===== src/rtl/ethernet_frame_parser.sv =====
// Ethernet receive front end: preamble/SFD lock, header capture, frame classification and body streaming.
// Optional build macro ETH_MAC_FILTER_EN drops frames not addressed to LOCAL_MAC or broadcast.
module ethernet_frame_parser #(
  parameter int PREAMBLE_MIN  = 7,
  parameter int MAX_FRAME_LEN = 1518
`ifdef ETH_MAC_FILTER_EN
  ,
  parameter logic [47:0] LOCAL_MAC = 48'h211abcdef112
`endif
) (
  input  logic        i_clk,
  input  logic        i_reset_n,
  input  logic [7:0]  i_data,
  input  logic        i_valid,
  output logic [47:0] o_dst_mac,
  output logic [47:0] o_src_mac,
  output logic [15:0] o_ethertype,
  output logic        o_hdr_valid,
  output logic [1:0]  o_frame_type,
  output logic [7:0]  o_payload_data,
  output logic        o_payload_valid,
  output logic        o_payload_last,
  output logic        o_frame_done,
  output logic        o_frame_error
);

  localparam logic [3:0]  PRE_MIN = 4'(PREAMBLE_MIN);
  localparam logic [10:0] MAX_LEN = 11'(MAX_FRAME_LEN);

  typedef enum logic [2:0] {
    S_IDLE,
    S_PREAMBLE,
    S_HEADER,
    S_PAYLOAD,
    S_DROP
  } state_e;

  state_e      state_q, state_d;
  logic [3:0]  pre_cnt_q, pre_cnt_d;
  logic [10:0] byte_cnt_q, byte_cnt_d;
  logic        armed_q, armed_d;
  logic [47:0] dst_mac_q, dst_mac_d;
  logic [47:0] src_mac_q, src_mac_d;
  logic [15:0] ethertype_q, ethertype_d;
  logic [7:0]  proto_q, proto_d;
  logic        hdr_valid_q, hdr_valid_d;
  logic [1:0]  frame_type_q, frame_type_d;
  logic [7:0]  hold_q, hold_d;
  logic        hold_valid_q, hold_valid_d;
  logic [7:0]  pay_data_q, pay_data_d;
  logic        pay_valid_q, pay_valid_d;
  logic        pay_last_q, pay_last_d;
  logic        done_q, done_d;
  logic        error_q, error_d;
  logic [1:0]  frame_class;

`ifdef ETH_MAC_FILTER_EN
  logic [15:0] filt_cnt_q, filt_cnt_d;
  logic [47:0] dst_full;
  logic        dst_match;

  // The sixth destination byte is still on i_data, so compare against the would-be register value.
  assign dst_full  = {dst_mac_q[39:0], i_data};
  assign dst_match = (dst_full == LOCAL_MAC) || (dst_full == 48'hffffffffffff);
`endif

  always_comb begin
    frame_class = 2'b00;
    if (ethertype_q == 16'h0806) begin
      frame_class = 2'b01;
    end else if (ethertype_q == 16'h0800) begin
      if (proto_q == 8'h01) begin
        frame_class = 2'b10;
      end else if (proto_q == 8'h11) begin
        frame_class = 2'b11;
      end
    end
  end

  // armed_q stays low after reset until i_valid has been seen low, so a frame cut by reset is dropped whole.
  always_comb begin
    state_d      = state_q;
    pre_cnt_d    = pre_cnt_q;
    byte_cnt_d   = byte_cnt_q;
    armed_d      = armed_q | ~i_valid;
    dst_mac_d    = dst_mac_q;
    src_mac_d    = src_mac_q;
    ethertype_d  = ethertype_q;
    proto_d      = proto_q;
    hdr_valid_d  = 1'b0;
    frame_type_d = frame_type_q;
    hold_d       = hold_q;
    hold_valid_d = hold_valid_q;
    pay_data_d   = pay_data_q;
    pay_valid_d  = 1'b0;
    pay_last_d   = 1'b0;
    done_d       = 1'b0;
    error_d      = 1'b0;
`ifdef ETH_MAC_FILTER_EN
    filt_cnt_d   = filt_cnt_q;
`endif

    case (state_q)
      S_IDLE: begin
        if (i_valid) begin
          if (armed_q && (i_data == 8'h55)) begin
            state_d   = S_PREAMBLE;
            pre_cnt_d = 4'd1;
          end else begin
            state_d = S_DROP;
          end
        end
      end

      S_PREAMBLE: begin
        if (!i_valid) begin
          state_d = S_IDLE;
        end else if (i_data == 8'h55) begin
          if (pre_cnt_q != 4'hf) begin
            pre_cnt_d = pre_cnt_q + 4'd1;
          end
        end else if ((i_data == 8'hd5) && (pre_cnt_q >= PRE_MIN)) begin
          state_d      = S_HEADER;
          byte_cnt_d   = 11'd0;
          frame_type_d = 2'b00;
          proto_d      = 8'h00;
        end else begin
          state_d = S_DROP;
          done_d  = 1'b1;
          error_d = 1'b1;
        end
      end

      S_HEADER: begin
        if (!i_valid) begin
          state_d = S_IDLE;
          done_d  = 1'b1;
          error_d = 1'b1;
        end else begin
          byte_cnt_d = byte_cnt_q + 11'd1;
          if (byte_cnt_q < 11'd6) begin
            dst_mac_d = {dst_mac_q[39:0], i_data};
          end else if (byte_cnt_q < 11'd12) begin
            src_mac_d = {src_mac_q[39:0], i_data};
          end else begin
            ethertype_d = {ethertype_q[7:0], i_data};
          end
          if (byte_cnt_q == 11'd13) begin
            state_d      = S_PAYLOAD;
            hdr_valid_d  = 1'b1;
            hold_valid_d = 1'b0;
          end
`ifdef ETH_MAC_FILTER_EN
          if ((byte_cnt_q == 11'd5) && !dst_match) begin
            state_d    = S_DROP;
            filt_cnt_d = filt_cnt_q + 16'd1;
          end
`endif
        end
      end

      // Each body byte waits in hold_q until we know whether it is the last one.
      S_PAYLOAD: begin
        if (!i_valid) begin
          state_d      = S_IDLE;
          done_d       = 1'b1;
          frame_type_d = frame_class;
          hold_valid_d = 1'b0;
          if (hold_valid_q) begin
            pay_data_d  = hold_q;
            pay_valid_d = 1'b1;
            pay_last_d  = 1'b1;
          end
        end else if (byte_cnt_q == MAX_LEN) begin
          state_d      = S_DROP;
          done_d       = 1'b1;
          error_d      = 1'b1;
          hold_valid_d = 1'b0;
        end else begin
          byte_cnt_d = byte_cnt_q + 11'd1;
          if (byte_cnt_q == 11'd23) begin
            proto_d = i_data;
          end
          if (hold_valid_q) begin
            pay_data_d  = hold_q;
            pay_valid_d = 1'b1;
          end
          hold_d       = i_data;
          hold_valid_d = 1'b1;
        end
      end

      S_DROP: begin
        if (!i_valid) begin
          state_d = S_IDLE;
        end
      end

      default: begin
        state_d = S_IDLE;
      end
    endcase
  end

  always_ff @(posedge i_clk or negedge i_reset_n) begin
    if (!i_reset_n) begin
      state_q      <= S_IDLE;
      pre_cnt_q    <= '0;
      byte_cnt_q   <= '0;
      armed_q      <= 1'b0;
      dst_mac_q    <= '0;
      src_mac_q    <= '0;
      ethertype_q  <= '0;
      proto_q      <= '0;
      hdr_valid_q  <= 1'b0;
      frame_type_q <= '0;
      hold_q       <= '0;
      hold_valid_q <= 1'b0;
      pay_data_q   <= '0;
      pay_valid_q  <= 1'b0;
      pay_last_q   <= 1'b0;
      done_q       <= 1'b0;
      error_q      <= 1'b0;
`ifdef ETH_MAC_FILTER_EN
      filt_cnt_q   <= '0;
`endif
    end else begin
      state_q      <= state_d;
      pre_cnt_q    <= pre_cnt_d;
      byte_cnt_q   <= byte_cnt_d;
      armed_q      <= armed_d;
      dst_mac_q    <= dst_mac_d;
      src_mac_q    <= src_mac_d;
      ethertype_q  <= ethertype_d;
      proto_q      <= proto_d;
      hdr_valid_q  <= hdr_valid_d;
      frame_type_q <= frame_type_d;
      hold_q       <= hold_d;
      hold_valid_q <= hold_valid_d;
      pay_data_q   <= pay_data_d;
      pay_valid_q  <= pay_valid_d;
      pay_last_q   <= pay_last_d;
      done_q       <= done_d;
      error_q      <= error_d;
`ifdef ETH_MAC_FILTER_EN
      filt_cnt_q   <= filt_cnt_d;
`endif
    end
  end

  assign o_dst_mac       = dst_mac_q;
  assign o_src_mac       = src_mac_q;
  assign o_ethertype     = ethertype_q;
  assign o_hdr_valid     = hdr_valid_q;
  assign o_frame_type    = frame_type_q;
  assign o_payload_data  = pay_data_q;
  assign o_payload_valid = pay_valid_q;
  assign o_payload_last  = pay_last_q;
  assign o_frame_done    = done_q;
  assign o_frame_error   = error_q;

endmodule


===== config.mk =====
export PLATFORM = sky130hd
export DESIGN_NAME = ethernet_frame_parser
export DESIGN_NICKNAME = d
export VERILOG_FILES = /design/src/rtl/ethernet_frame_parser.sv
export SDC_FILE = /design/constraint.sdc
export NUM_CORES = 1
export LEC_CHECK = 0
export CORE_ASPECT_RATIO = 1.75
export CORE_MARGIN = 2
export CORE_UTILIZATION = 51
export DETAILED_ROUTE_END_ITERATION = 7
export PLACE_DENSITY = 0.76
export RECOVER_POWER = 100
export SLEW_MARGIN = 10
export SYNTH_ARGS = -nofsm -noshare
export SYNTH_HDL_FRONTEND = slang
export SYNTH_SLANG_ARGS = --single-unit

===== constraint.sdc =====
create_clock -name i_clk -period 3.2 [get_ports i_clk]
set_clock_uncertainty 0.15 [all_clocks]
set_input_delay 0.48 -clock i_clk [delete_from_list [all_inputs] [get_ports i_clk]]
set_output_delay 0.48 -clock i_clk [all_outputs]
set_load 0.01 [all_outputs]

# Yosys cells after proc, flatten, opt, wreduce, memory -nomap -nowiden
# Index checks and enable logic that the tools add are counted.
[totals]
register_bits = 163
in_bits = 11
out_inout_bits = 127
elab_cells = 143
[op_classes]
add_sub_neg = 2
n_lt_le_gt_ge = 3
n_eq_ne = 32
n_mux = 66
bitwise_logic = 5
reduce_logical = 18
[op_table]
columns = ["op", "count"]
rows = [
  ["8-bit 2-to-1 mux", 9],
  ["11-bit 2-to-1 mux", 6],
  ["11-bit case mux with 3 select lines", 1],
  ["16-bit by 12-bit == test with 1-bit output, second input constant", 2],
  ["3-bit 2-to-1 mux", 10],
  ["2-bit != test, second input constant", 15],
  ["1-bit 2-to-1 mux", 20],
  ["4-bit 2-to-1 mux", 5],
  ["2-bit 2-to-1 mux", 8],
  ["8-bit case mux with 2 select lines", 1],
  ["3-bit case mux with 5 select lines", 1],
  ["7-bit AND reduction", 2],
  ["11-bit by 1-bit adder with 11-bit output, second input constant", 1],
  ["11-bit == test, second input constant", 1],
  ["11-bit by 4-bit == test with 1-bit output, second input constant", 1],
  ["11-bit by 5-bit == test with 1-bit output, second input constant", 1],
  ["11-bit by 3-bit < comparator with 1-bit output, second input constant", 1],
  ["11-bit by 4-bit < comparator with 1-bit output, second input constant", 1],
  ["5-bit AND reduction", 2],
  ["3-bit != test, second input constant", 3],
  ["3-bit AND reduction", 3],
  ["8-bit by 1-bit == test with 1-bit output, second input constant", 1],
  ["8-bit by 5-bit == test with 1-bit output, second input constant", 1],
  ["8-bit by 7-bit == test with 1-bit output, second input constant", 1],
  ["20 further kinds", 29],
]

# Logic depth before layout (Yosys ltp)
[depth]
ltp_word = 7
mapped_depth = 7
ltp_nobuf = 6

# Worst setup path after synthesis
# No wires, ideal clock.
[synth_path]
kind = "register to register"
startpoint = "register byte_cnt_q[5]"
endpoint = "register proto_q[0]"
setup_time_ps = 125
arrival_ps = 2415
required_time_ps = 2925
slack_ps = 511
path_stages_with_launch = 5
path_buffers = 0
period_less_slack_ps = 2689
cell_sequence = "dfrtp_1 or4_4 or4_4 a2111oi_4 mux2_2"
[synth_via]
elab_chain_cells = 3
word_cells_on_any_way = 5
cone_classes = "4 x eq/ne; 1 x reduce/logical"
[synth_lines]
columns = ["item", "line", "text"]
rows = [
  ["start, declared", "40", "logic [10:0] byte_cnt_q, byte_cnt_d;"],
  ["start signal, assigned", "230", "byte_cnt_q <= byte_cnt_d;"],
  ["11-bit by 5-bit == test with 1-bit output or 11-bit == test (tied branches)", "181, 174", ""],
  ["2-bit != test (no line)", "-", ""],
  ["7-bit AND reduction (no line) (*)", "-", ""],
  ["end signal, assigned", "235", "proto_q <= proto_d;"],
  ["end, declared", "45", "logic [7:0] proto_q, proto_d;"],
]
# Every way passes the cells marked *; elsewhere a longest branch is shown, timed or not.
# A chain may end at the register's enable or synchronous reset.

# Worst setup path after layout
[layout_path]
startpoint = "register byte_cnt_q[5]"
endpoint = "register proto_q[3]"
# Same word-level chain as after synthesis.

==> impl_metrics.toml <==
[cts]
post-cts-setup-buffers = 0
clock_latency_ps = 420
cts_max_level = 4
ctsResizeCount = 0
cts-root-buf = "clkbuf_16"
cts_hold_buffers = 1
cts_tree = "yes"
cts_made_buffers = 17
clockBufferDepth = 2
clk_pin_slew_worst_paths_ps = 70
cts.sinks = 163

[worst_setup_path]
worstSetupStartpointType = "flop"
r2r-start = "byte_cnt_q[5]"
worstPathRequired_ps = 3350
crit_type = "flop to flop"
worstPathMaxFanout = 8
cp-end-kind = "flop"
regToRegEndpoint = "proto_q[3]"
cp.arrival_ps = 3100
rr_worst_depth = 4
r2r_slack_ps = 250

[grt]
first_global_vias = 4909
antenna_found_initial = 0
grt_overflow = 0
grtUsageTotal_pct = 22.8
grt_pass1_wl_mm = 25.5
grt_max_degree = 56

[synth]
ys_seq_area_share_pct = 59.4
synthAdderAreaFrac_pct = 0.729
syn-num-nets = 517
synth_edf_count = 0
yosys.area_share.simple_pct = 8.56
synth_area_leaders = "dfrtp_1 59%, mux2_2 23%, a31oi_1 1.5%, clkbuf_1 1.4%, and3_1 1.1%"
syn_avg_cell_area_um2 = 13.7
yosys.area.top_type = "dfrtp_1"
ys_ff_latch = 163
netlist_instances = 502
synth_mux_area_share_pct = 22.9
synth_common_cells = "163 x dfrtp_1, 139 x mux2_2, 26 x clkbuf_1, 17 x nand2_1, 16 x a31oi_1"
synthXorXnorAreaFrac_pct = 0.255
yosys.cell_types.count = 52
yosysWarnings = 0
syn_area_mm2 = 0.00687
ys.flop_type = "dfrtp_1"
yosysMostFrequentCell = "dfrtp_1"
synth_top_area_share_pct = 59.4
synth_top_family_by_area = "multiplexers"
synth_compound_area_share_pct = 6.14
async_reset_ff_share_pct = 100

[route]
routedWlPerCell_um = 18.7
drtIter0Drc = 224
dr.pass1.iters = 4
antenna_left = 0
via_per_inst = 5.63
route.detailed.drc = 0
wirelength_mm = 15.7
num_vias = 4722

[sta]
setup_violations = 0
max_freq_mhz = 339
final-hold-violation-count = 0
fin_crit_sh_pct = 92.3
setup_tns_ps = 0
slew_headroom_pct = 9.55
layout_min_cycle_time_ps = 2950
worst_slew_pin_slew_ps = 1360
grt_setup_unrepaired = "no"
slew_viol_final = 0

[worst_hold_path]
worstHoldPathCells = 1
hp-class = "flop to flop"
hp-start = "armed_q"
holdPathEnd = "armed_q"

[die]
rows = 56
die_area_mm2 = 0.0144
ioPinCount = 138
die_h_um = 158
core_mm2 = 0.0133
die_x_um = 91.7
initial_core_util_pct = 51.6

[job]
cap_violations = 0

[layout]
n_fill_cell = 967
syn_to_final_growth_pct = 32.4
drive_above_1_share_pct = 29.3
final_nets = 667
final_cell_count_no_fill = 839
antenna_cells = 0
multi_input_comb_area_mm2 = 0.00265
ff_latch_area_mm2 = 0.00408

[power_and_ir_drop]
ir_worst_vdd_mv = 0.414
p_leak_uw = 0.00468
power_density_mw_per_mm2 = 636

[placement]
place.gp.congestion = 0.887
port_buffers = 137
placed_cells = 806
dpl.hpwl_mm = 11.4

[run_status]
outcome = "finished clean"
state kept, by name, indices dropped and copies added, names as in the netlist, 4 cells and up:
| register | cells |
|---|---|
| o_payload_data | 8 |
| hold_q | 8 |
| o_src_mac | 48 |
| o_dst_mac | 48 |
| pre_cnt_q | 4 |
| byte_cnt_q | 11 |
| o_ethertype | 16 |
| proto_q | 8 |
where the power goes:
part           internal, µW  switching, µW  leakage [µW]  total [µW]
Clock                  1130            917      0.000300        2040
Combinational           620            579       0.00214        1200
Sequential             2330            209       0.00224        2540
layout make-up:
type                            count  share of cell area (%)
Clock inverter                     15                    2.01
Timing Repair Buffer              160                    16.6
Sequential cell                   163                    44.9
Multi-Input combinational cell    303                    29.2
Tap cell                          174                    2.39
Inverter                            7                   0.289
Clock buffer                       17                    4.68
cells by family after synthesis:
kind of cell    Yosys count
xor+xnor                  2
fa+ha+maj                 4
compound gates           59
simple gates             98
mux                     140
flops                   163
buf+inv                  36
metal layers:
layer	track usage, %	share of wire [%]
met5	0	0
met4	13.3	4.7
met3	3.83	3.1
met2	40.7	55
met1	25.3	37
critical path: stages (launching register included):
cell and delay (ps):
dfrtp_1 450, or4_1 620, or4_4 540, a2111oi_4 650, mux2_2 410
metrics by stage:
stage / setup WS (ps) / util, % / hold slack [ps] / instance area (µm²) / total power (µW)
CTS: 299 / 68.7 / 348 / 9150 / 5930
floorplan: 511 / - / 34.4 / 6870 / 3210
global route: 151 / 68.3 / 366 / 9090 / 6080
detailed placement: 201 / 64.1 / 322 / 8530 / 3870
global placement: 304 / 64.1 / 315 / 8530 / 3820
finish: 248 / 68.3 / 344 / 9090 / 5780
how the worst max path moves through the flow:
stage | from | end | slack [ps] | cells past startpoint
3_3_place_gp | i_data[2] | proto_q[2] | 300 | 5
6_report | byte_cnt_q[5] | proto_q[3] | 250 | 4
5_1_grt | i_data[2] | byte_cnt_q[10] | 150 | 6
2_1_floorplan | byte_cnt_q[5] | proto_q[0] | 510 | 4
4_1_cts | byte_cnt_q[5] | proto_q[3] | 300 | 4
3_5_place_dp | i_data[2] | proto_q[3] | 200 | 5
cell usage in the layout, fill, tap and decap left out, types with 3 or more instances in the layout:
master / n
nand2_1: 15
clkdlybuf4s50_1: 7
nor4_1: 9
inv_1: 7
and3_1: 12
buf_4: 11
o31ai_1: 5
inv_6: 3
a21o_1: 3
a21oi_1: 6
nor2_1: 9
o21ai_0: 9
clkbuf_2: 3
dlygate4sd3_1: 130
mux2_2: 138
nand3b_1: 3
dfrtp_1: 163
nand2b_1: 5
a41oi_1: 3
nand4b_1: 3
nor4b_1: 3
a31oi_1: 16
nand4_1: 5
nor3_1: 7
nor4bb_1: 4
inv_8: 6
clkbuf_1: 6
clkbuf_16: 17
ha_1: 4
clkinv_4: 3
nand3_1: 8
Note: power is estimated with default switching activity, not from simulation.
